<file path="src/rtl/twofish_dec_stream_if_pkg.sv">
// Shared constants and state encoding for the Twofish byte-stream decrypt wrapper.
package twofish_pkg;
    localparam int BLOCK_BYTES = 16;
    localparam int BLOCK_W     = 128;

    typedef enum logic [1:0] {
        LOAD,
        SETTLE,
        EMIT
    } dec_if_state_t;
endpackage

</file>
<file path="src/rtl/twofish_dec_stream_if_if.sv">
// Ciphertext-in / plaintext-out byte stream bundle with valid/ready on each side.
interface twofish_dec_stream_if_if;
    logic [7:0] s_data;
    logic       s_valid;
    logic       s_ready;
    logic [7:0] m_data;
    logic       m_valid;
    logic       m_ready;

    modport slave  (input  s_data, s_valid, m_ready, output s_ready, m_data, m_valid);
    modport master (output s_data, s_valid, m_ready, input  s_ready, m_data, m_valid);
endinterface

</file>
<file path="src/rtl/twofish_dec_stream_if_byte_shift_reg128.sv">
// 128-bit register with parallel load and MSB-first byte shift; load wins over shift.
module byte_shift_reg128
    import twofish_pkg::*;
(
    input  logic               clk,
    input  logic               rst,
    input  logic               load_en,
    input  logic [BLOCK_W-1:0] load_data,
    input  logic               shift_en,
    input  logic [7:0]         shift_in,
    output logic [BLOCK_W-1:0] data
);
    logic [BLOCK_W-1:0] data_q, data_d;

    always_comb begin
        data_d = data_q;
        if (load_en)
            data_d = load_data;
        else if (shift_en)
            data_d = {data_q[BLOCK_W-9:0], shift_in};
    end

    always_ff @(posedge clk) begin
        if (rst)
            data_q <= '0;
        else
            data_q <= data_d;
    end

    assign data = data_q;
endmodule

</file>
<file path="src/rtl/twofish_dec_stream_if.sv">
// Byte-stream wrapper around a combinational Twofish decryptor: deserialise 16 bytes,
// hold the core inputs for SETTLE_CYCLES, capture the plaintext and serialise it back out.
module twofish_dec_stream_if
    import twofish_pkg::*;
#(
    parameter int SETTLE_CYCLES = 4,
    parameter int SETTLE_W      = 8
) (
    input  logic                    clk,
    input  logic                    rst,
    input  logic [BLOCK_W-1:0]      key_in,
    input  logic                    key_load,
    twofish_dec_stream_if_if.slave  strm,
    output logic [BLOCK_W-1:0]      core_ct,
    output logic [BLOCK_W-1:0]      core_key,
    input  logic [BLOCK_W-1:0]      core_pt,
    output logic                    busy
);
    dec_if_state_t      state_q, state_d;
    logic [3:0]         byte_cnt_q, byte_cnt_d;
    logic [SETTLE_W-1:0] settle_cnt_q, settle_cnt_d;
    logic [BLOCK_W-1:0] key_q, key_d;
    logic [BLOCK_W-1:0] pt_q;
    logic               s_ready_w, s_take, m_take, pt_load;
    logic               pt_unused;

    assign s_ready_w = (state_q == LOAD) & ~rst;

    always_comb begin
        state_d      = state_q;
        byte_cnt_d   = byte_cnt_q;
        settle_cnt_d = settle_cnt_q;
        key_d        = key_q;
        s_take       = 1'b0;
        m_take       = 1'b0;
        pt_load      = 1'b0;
        case (state_q)
            LOAD: begin
                // Key changes only between blocks so the core never sees a mixed key.
                if (key_load && byte_cnt_q == 4'd0)
                    key_d = key_in;
                if (strm.s_valid && s_ready_w) begin
                    s_take     = 1'b1;
                    byte_cnt_d = byte_cnt_q + 4'd1;
                    if (byte_cnt_q == 4'd15) begin
                        state_d      = SETTLE;
                        settle_cnt_d = SETTLE_W'(SETTLE_CYCLES - 1);
                    end
                end
            end
            SETTLE: begin
                if (settle_cnt_q == '0) begin
                    pt_load = 1'b1;
                    state_d = EMIT;
                end else begin
                    settle_cnt_d = settle_cnt_q - SETTLE_W'(1);
                end
            end
            EMIT: begin
                if (strm.m_ready) begin
                    m_take     = 1'b1;
                    byte_cnt_d = byte_cnt_q + 4'd1;
                    if (byte_cnt_q == 4'd15)
                        state_d = LOAD;
                end
            end
            default: state_d = LOAD;
        endcase
    end

    always_ff @(posedge clk) begin
        if (rst) begin
            state_q      <= LOAD;
            byte_cnt_q   <= '0;
            settle_cnt_q <= '0;
            key_q        <= '0;
        end else begin
            state_q      <= state_d;
            byte_cnt_q   <= byte_cnt_d;
            settle_cnt_q <= settle_cnt_d;
            key_q        <= key_d;
        end
    end

    byte_shift_reg128 u_ct_deser (
        .clk       (clk),
        .rst       (rst),
        .load_en   (1'b0),
        .load_data ('0),
        .shift_en  (s_take),
        .shift_in  (strm.s_data),
        .data      (core_ct)
    );

    byte_shift_reg128 u_pt_ser (
        .clk       (clk),
        .rst       (rst),
        .load_en   (pt_load),
        .load_data (core_pt),
        .shift_en  (m_take),
        .shift_in  (8'h00),
        .data      (pt_q)
    );

    // Only the top byte leaves the block; the rest just shifts up into it.
    assign pt_unused    = ^pt_q[BLOCK_W-9:0];

    assign core_key     = key_q;
    assign strm.s_ready = s_ready_w;
    assign strm.m_valid = (state_q == EMIT);
    assign strm.m_data  = pt_q[BLOCK_W-1:BLOCK_W-8];
    assign busy         = (state_q != LOAD);
endmodule

</file>
<file path="src/flat_wrapper.sv">
// flat-port wrapper written by rule: the top's interface ports become plain ports
module twofish_dec_stream_if_flat import twofish_pkg::*;
#(
    parameter int SETTLE_CYCLES = 4,
    parameter int SETTLE_W      = 8
)
  (clk, rst, key_in, key_load, core_ct, core_key, core_pt, busy, strm_s_data, strm_s_valid, strm_m_ready, strm_s_ready, strm_m_data, strm_m_valid);
  twofish_dec_stream_if_if strm_i ();
  input  logic clk;
  input  logic rst;
  input  logic [BLOCK_W-1:0] key_in;
  input  logic key_load;
  output logic [BLOCK_W-1:0] core_ct;
  output logic [BLOCK_W-1:0] core_key;
  input  logic [BLOCK_W-1:0] core_pt;
  output logic busy;
  input wire logic [$bits(strm_i.s_data)-1:0] strm_s_data;
  input wire logic [$bits(strm_i.s_valid)-1:0] strm_s_valid;
  input wire logic [$bits(strm_i.m_ready)-1:0] strm_m_ready;
  output wire logic [$bits(strm_i.s_ready)-1:0] strm_s_ready;
  output wire logic [$bits(strm_i.m_data)-1:0] strm_m_data;
  output wire logic [$bits(strm_i.m_valid)-1:0] strm_m_valid;
  assign strm_i.s_data = strm_s_data;
  assign strm_i.s_valid = strm_s_valid;
  assign strm_i.m_ready = strm_m_ready;
  assign strm_s_ready = strm_i.s_ready;
  assign strm_m_data = strm_i.m_data;
  assign strm_m_valid = strm_i.m_valid;
  twofish_dec_stream_if #(.SETTLE_CYCLES(SETTLE_CYCLES), .SETTLE_W(SETTLE_W)) u_core (.clk(clk), .rst(rst), .key_in(key_in), .key_load(key_load), .strm(strm_i), .core_ct(core_ct), .core_key(core_key), .core_pt(core_pt), .busy(busy));
endmodule
</file>
<file path="config.mk">
export PLATFORM = sky130hd
export DESIGN_NAME = twofish_dec_stream_if_flat
export DESIGN_NICKNAME = d
export VERILOG_FILES = /design/src/rtl/twofish_dec_stream_if_pkg.sv /design/src/rtl/twofish_dec_stream_if_if.sv /design/src/rtl/twofish_dec_stream_if_byte_shift_reg128.sv /design/src/rtl/twofish_dec_stream_if.sv /design/src/flat_wrapper.sv
export SDC_FILE = /design/constraint.sdc
export NUM_CORES = 1
export LEC_CHECK = 0
export BUFFER_PORTS_ARGS = -buffer_cell sky130_fd_sc_hd__buf_2
export CAP_MARGIN = 20
export CORE_AREA = 3 3 206 208
export DETAILED_ROUTE_END_ITERATION = 12
export DIE_AREA = 0 0 209 211
export PLACE_DENSITY_LB_ADDON = 0.1
export SLEW_MARGIN = 20
export SYNTH_ARGS = -nofsm -noshare
export SYNTH_HDL_FRONTEND = slang
export SYNTH_SLANG_ARGS = --single-unit
</file>
<file path="constraint.sdc">
create_clock -name clk -period 2.7 [get_ports clk]
set_clock_uncertainty 0.2 [all_clocks]
set_input_delay 0.675 -clock clk [delete_from_list [all_inputs] [get_ports clk]]
set_output_delay 0.675 -clock clk [all_outputs]
set_load 0.02 [all_outputs]
</file>
Word-level counts from Yosys, hierarchy flattened
Cells that the tools add are included.
Word-level totals
  output and inout bits: 267
  input port bits: 269
  register bits after elaboration: 398
  word-level logic and storage cells: 53
Operators by class
  equality and inequality tests: 9
  muxes and demuxes: 21
  bitwise operators: 2
  reduce and logical (&&, ||, !) cells: 13
  $add $sub $neg: 2
Operators with widths (number)
  $mux 128: 2
  $mux 8: 3
  $pmux 8 s2: 1
  $mux 2: 5
  $logic_not 8->1: 1
  $mux 4: 2
  $ne 2x2->1 const B: 4
  $pmux 4 s2: 1
  $reduce_bool 2->1: 4
  $sub 8x1->8 const B: 1
  $mux 1: 6
  $pmux 2 s3: 1
  $reduce_and 5->1: 1
  $add 4x1->4 const B: 1
  $eq 4x4->1 const B: 1
  $logic_not 4->1: 1
  $ne 2x1->1 const B: 2
  $reduce_and 4->1: 1
  $reduce_and 3->1: 1
  $eq 2x1->1 const B: 1
  $eq 2x2->1 const B: 1
  $logic_and 1x1->1: 2
  $logic_not 2->1: 1
  $reduce_and 2->1: 1
  other kinds (2): 2

Longest topological paths before layout
  depth in word-level cells: 5
  mapped depth: 8
  gate-level depth less buffers: 6

Hierarchy
From an unflattened synthesis, not the netlist that was laid out.
Unflattened totals
  cells, all modules: 1817
  area, all modules: 18905.6 um^2
Modules (own cells, without submodules)
  byte_shift_reg128: instances 2, sequential area each 2562.5 um^2, area each 6658.9 um^2, cells each 569
  twofish_dec_stream_if: instances 1, sequential area each 2842.7 um^2, area each 5587.9 um^2, cells each 679

Worst setup path after synthesis
Ideal clock, no wire load.
  path type: input to output
  start: input port rst
  end: output port strm_s_ready
  setup slack: 0.189 ns
  required time: 1.825 ns
  stages on the path: 4
  path buffers: 3
  data arrival time: 1.636 ns
  cell sequence: clkbuf_1 > clkbuf_1 > clkbuf_1 > nor2_1
On the way
  cells in the longest elaborated chain, start to end: 2
Ends and longest elaborated chain
  start, declared: line flat_wrapper.sv:10  | input logic rst;
  $not 1->1: line twofish_dec_stream_if.sv:27  | assign s_ready_w = (state_q == LOAD) & ~rst;
  $and 1x1->1: line twofish_dec_stream_if.sv:27
  end, declared: line flat_wrapper.sv:20  | output wire logic [$bits(strm_i.s_ready)-1:0] strm_s_ready;
Every way passes these cells.

Worst setup path in the final report
  start: register u_core.state_q[0]
  end: output port strm_m_valid
On the way
  cells in the longest elaborated chain, start to end: 1
Ends and longest elaborated chain
  start, declared: line twofish_dec_stream_if.sv:19  | dec_if_state_t state_q, state_d;
  start signal, assigned: line twofish_dec_stream_if.sv:78  | state_q <= state_d;
  $eq 2x2->1: line twofish_dec_stream_if.sv:110  | assign strm.m_valid = (state_q == EMIT);
  end, declared: line flat_wrapper.sv:22  | output wire logic [$bits(strm_i.m_valid)-1:0] strm_m_valid;
Every way passes these cells.

==> impl_metrics.toml <==
[detailed_routing]
avgViaCountPerCell = 4.94
ant_nets = 0
drt_iter0_drc = 1221
avgRoutedWirePerCell_um = 17.1
vias = 14400
drc = 0
drtPass1Iterations = 5
wirelength_um = 49800

[logic_synthesis]
async_flop_share_pct = 0
synth.avg_cell_area_um2 = 8.07
synth_edf_count = 0
ys_types = 36
synthCells = 1901
synth_ff_type = "dfxtp_1"
syn-num-nets = 2174
yosys_warnings = 0
yosysSeqAreaShare_pct = 51.9
synth_area_um2 = 15300
synth-seq-cells = 398

[worst_setup_path]
cp-start-kind = "flop"
worstPathCellList = "and2b_1, buf_2"
worstPathArrival_ns = 1.62
cp.required_ns = 1.82
slowest_delay_ns = 0.55
crit_fanout = 10
path_class = "flop to primary output"
slowest_stage = "dfxtp_1"
cp-end-kind = "primary output"

[placed_design]
gp_congestion = 0.812
dpl.hpwl_um = 34900
portBuffers = 535
dpl-instance-area_um2 = 18400
place_inst = 2832

[floorplanning]
dieHeight_um = 211
core_area_um2 = 40700
rows = 74
dieArea_um2 = 44100
start_util_pct = 37.7
die_w_um = 209
io_pins = 536

[final_layout]
area_delta_synth_final_pct = 30.1
most-common-layout-cells = "nand2_1 (744), buf_2 (534), dfxtp_1 (398), a21oi_1 (149), o21ai_0 (128)"
fillers = 4125
nets = 2621
final_cells = 2923
drive_gt1_share_pct = 29.3
layout_commonest_cell = "nand2_1"
fin_area_um2 = 20000

[cts]
clk_latency_ns = 0.57
clockBufferDepth = 3
cts_root_buf = "clkbuf_16"
cts_setup_buffers = 0
cts_tree = "done"
path_clk_slew_ns = 0.06
cts_resized = 0
ctsHoldBuffers = 0
clock-sinks = 398
cts-buffers-inserted = 46
htree_num_levels = 2

[min_path]
min_path_type = "input pin to flop"

[sta]
tightest_slew_ns = 0.938
layout_min_cycle_time_ns = 2.50
setup_viol = 0
rsz0062_at_grt = "no"
hold_violations = 0
drv_slew = 0
whs_ns = 0.101
max_freq_mhz = 401
relSlewSlack_pct = 37.4
fin_tns_setup_ns = 0
finalCritPeriodShare_pct = 92.4

[pwr]
ir_drop_mv = 0.399
total_power_mw = 13.8
total_leakage_power_nw = 8.32
pwr_density_cell_nw_per_um2 = 690

[grt]
grt_max_degree = 150
gr-usage-met2_pct = 33.6
busiest_layer = "met2"
overflow = 0
antenna_found_initial = 8
grt.met3_usage_pct = 6.40
grt_pass1_wl_um = 76300
grt.met1_usage_pct = 28.0
grt_usage_pct = 21.4
grt_pass1_vias = 13600

[status]
status = "complete, no violations"

[flow_run]
drv_cap = 0
-- path summary, 6_finish.rpt --
kind                       startpoint                         to  slack, ns  cells past startpoint
setup / recovery    u_core.state_q[0]               strm_m_valid       0.20                      2
hold / removal         strm_s_data[5]  u_core.u_ct_deser.data[5]       0.10                      3
setup reg to reg    u_core.state_q[0]    u_core.u_pt_ser.data[8]       0.35                      5
hold reg to reg   u_core.core_key[98]        u_core.core_key[98]       0.25                      2
-- metrics by stage --
stage                     setup slack, ns  utilization [%]
final                               0.204             49.0
after floorplan                     0.189                -
after CTS                           0.150             49.0
after global routing                0.103             49.0
after global placement              0.503             45.1
after detailed placement            0.417             45.1
-- layer usage --
| metal | up-vias | routed length (um) |
|---|---|---|
| met5 | - | 22 |
| met4 | 4 | 1160 |
| met3 | 69 | 3870 |
| met2 | 417 | 23100 |
| met1 | 6741 | 21600 |
| li1 | 7206 | - |
-- worst max-delay path, delay by kind of cell, from the launching register on --
kind	cells	cell delay, ns
simple gates	1	0.30
buf+inv	1	0.21
flops	1	0.55
-- power by group --
part           internal [mW]  leakage, nW  switching, mW  total, mW
registers               6.04         3.23         0.0870       6.13
clock network           4.02        0.786           2.46       6.48
logic                  0.409         4.30          0.764       1.17
-- registers in the layout, summed over array words and instances (netlist names) --
signal                  count
u_core.u_ct_deser.data    128
u_core.byte_cnt_q           4
u_core.state_q              2
u_core.u_pt_ser.data      128
u_core.settle_cnt_q         8
u_core.core_key           128
-- cell type report --
cell class | count | area [um^2] | area share, %
antenna | 7 | 17.5 | 0.0877
clock buffer | 74 | 1440 | 7.21
clock inverter | 10 | 154 | 0.771
inverter | 8 | 32.5 | 0.163
multi-input combinational | 1330 | 6530 | 32.7
sequential | 398 | 7970 | 39.9
tap | 532 | 666 | 3.33
timing repair buffer | 564 | 3160 | 15.8
-- cells in the mapped netlist (2+ instances only) --
| cell type | number | share of area [%] |
|---|---|---|
| nor2_1 | 125 | 3.1 |
| a21oi_1 | 149 | 4.9 |
| nor3b_1 | 3 | 0.15 |
| o21ai_0 | 128 | 4.2 |
| buf_6 | 12 | 0.88 |
| nand2_1 | 745 | 18 |
| clkbuf_1 | 82 | 2.0 |
| inv_1 | 8 | 0.20 |
| a311oi_1 | 59 | 3.4 |
| dfxtp_1 | 398 | 52 |
| ha_1 | 4 | 0.33 |
| nor3_1 | 2 | 0.065 |
| buf_1 | 6 | 0.15 |
| a2111oi_0 | 2 | 0.11 |
| a311oi_2 | 52 | 5.1 |
| buf_2 | 48 | 1.6 |
| mux2i_1 | 2 | 0.13 |
| nand3_1 | 18 | 0.59 |
| xnor2_1 | 8 | 0.46 |
| buf_4 | 17 | 0.83 |
| a211oi_1 | 5 | 0.24 |
| nand4_1 | 3 | 0.12 |
| a22oi_1 | 9 | 0.44 |
| or2_2 | 3 | 0.12 |
| and4_1 | 2 | 0.11 |
-- cells by family (layout without fill, tap and decap cells) --
group,after synthesis,after routing,synth area share [%]
simple gates,911,911,23.2
compound gates,405,405,18.3
flops,398,398,51.9
buf+inv,173,656,5.63
xor+xnor,8,8,0.457
fa+ha+maj,4,4,0.326
mux,2,2,0.130
other cells,0,7,0
Note: power is estimated with default switching activity, not from simulation.
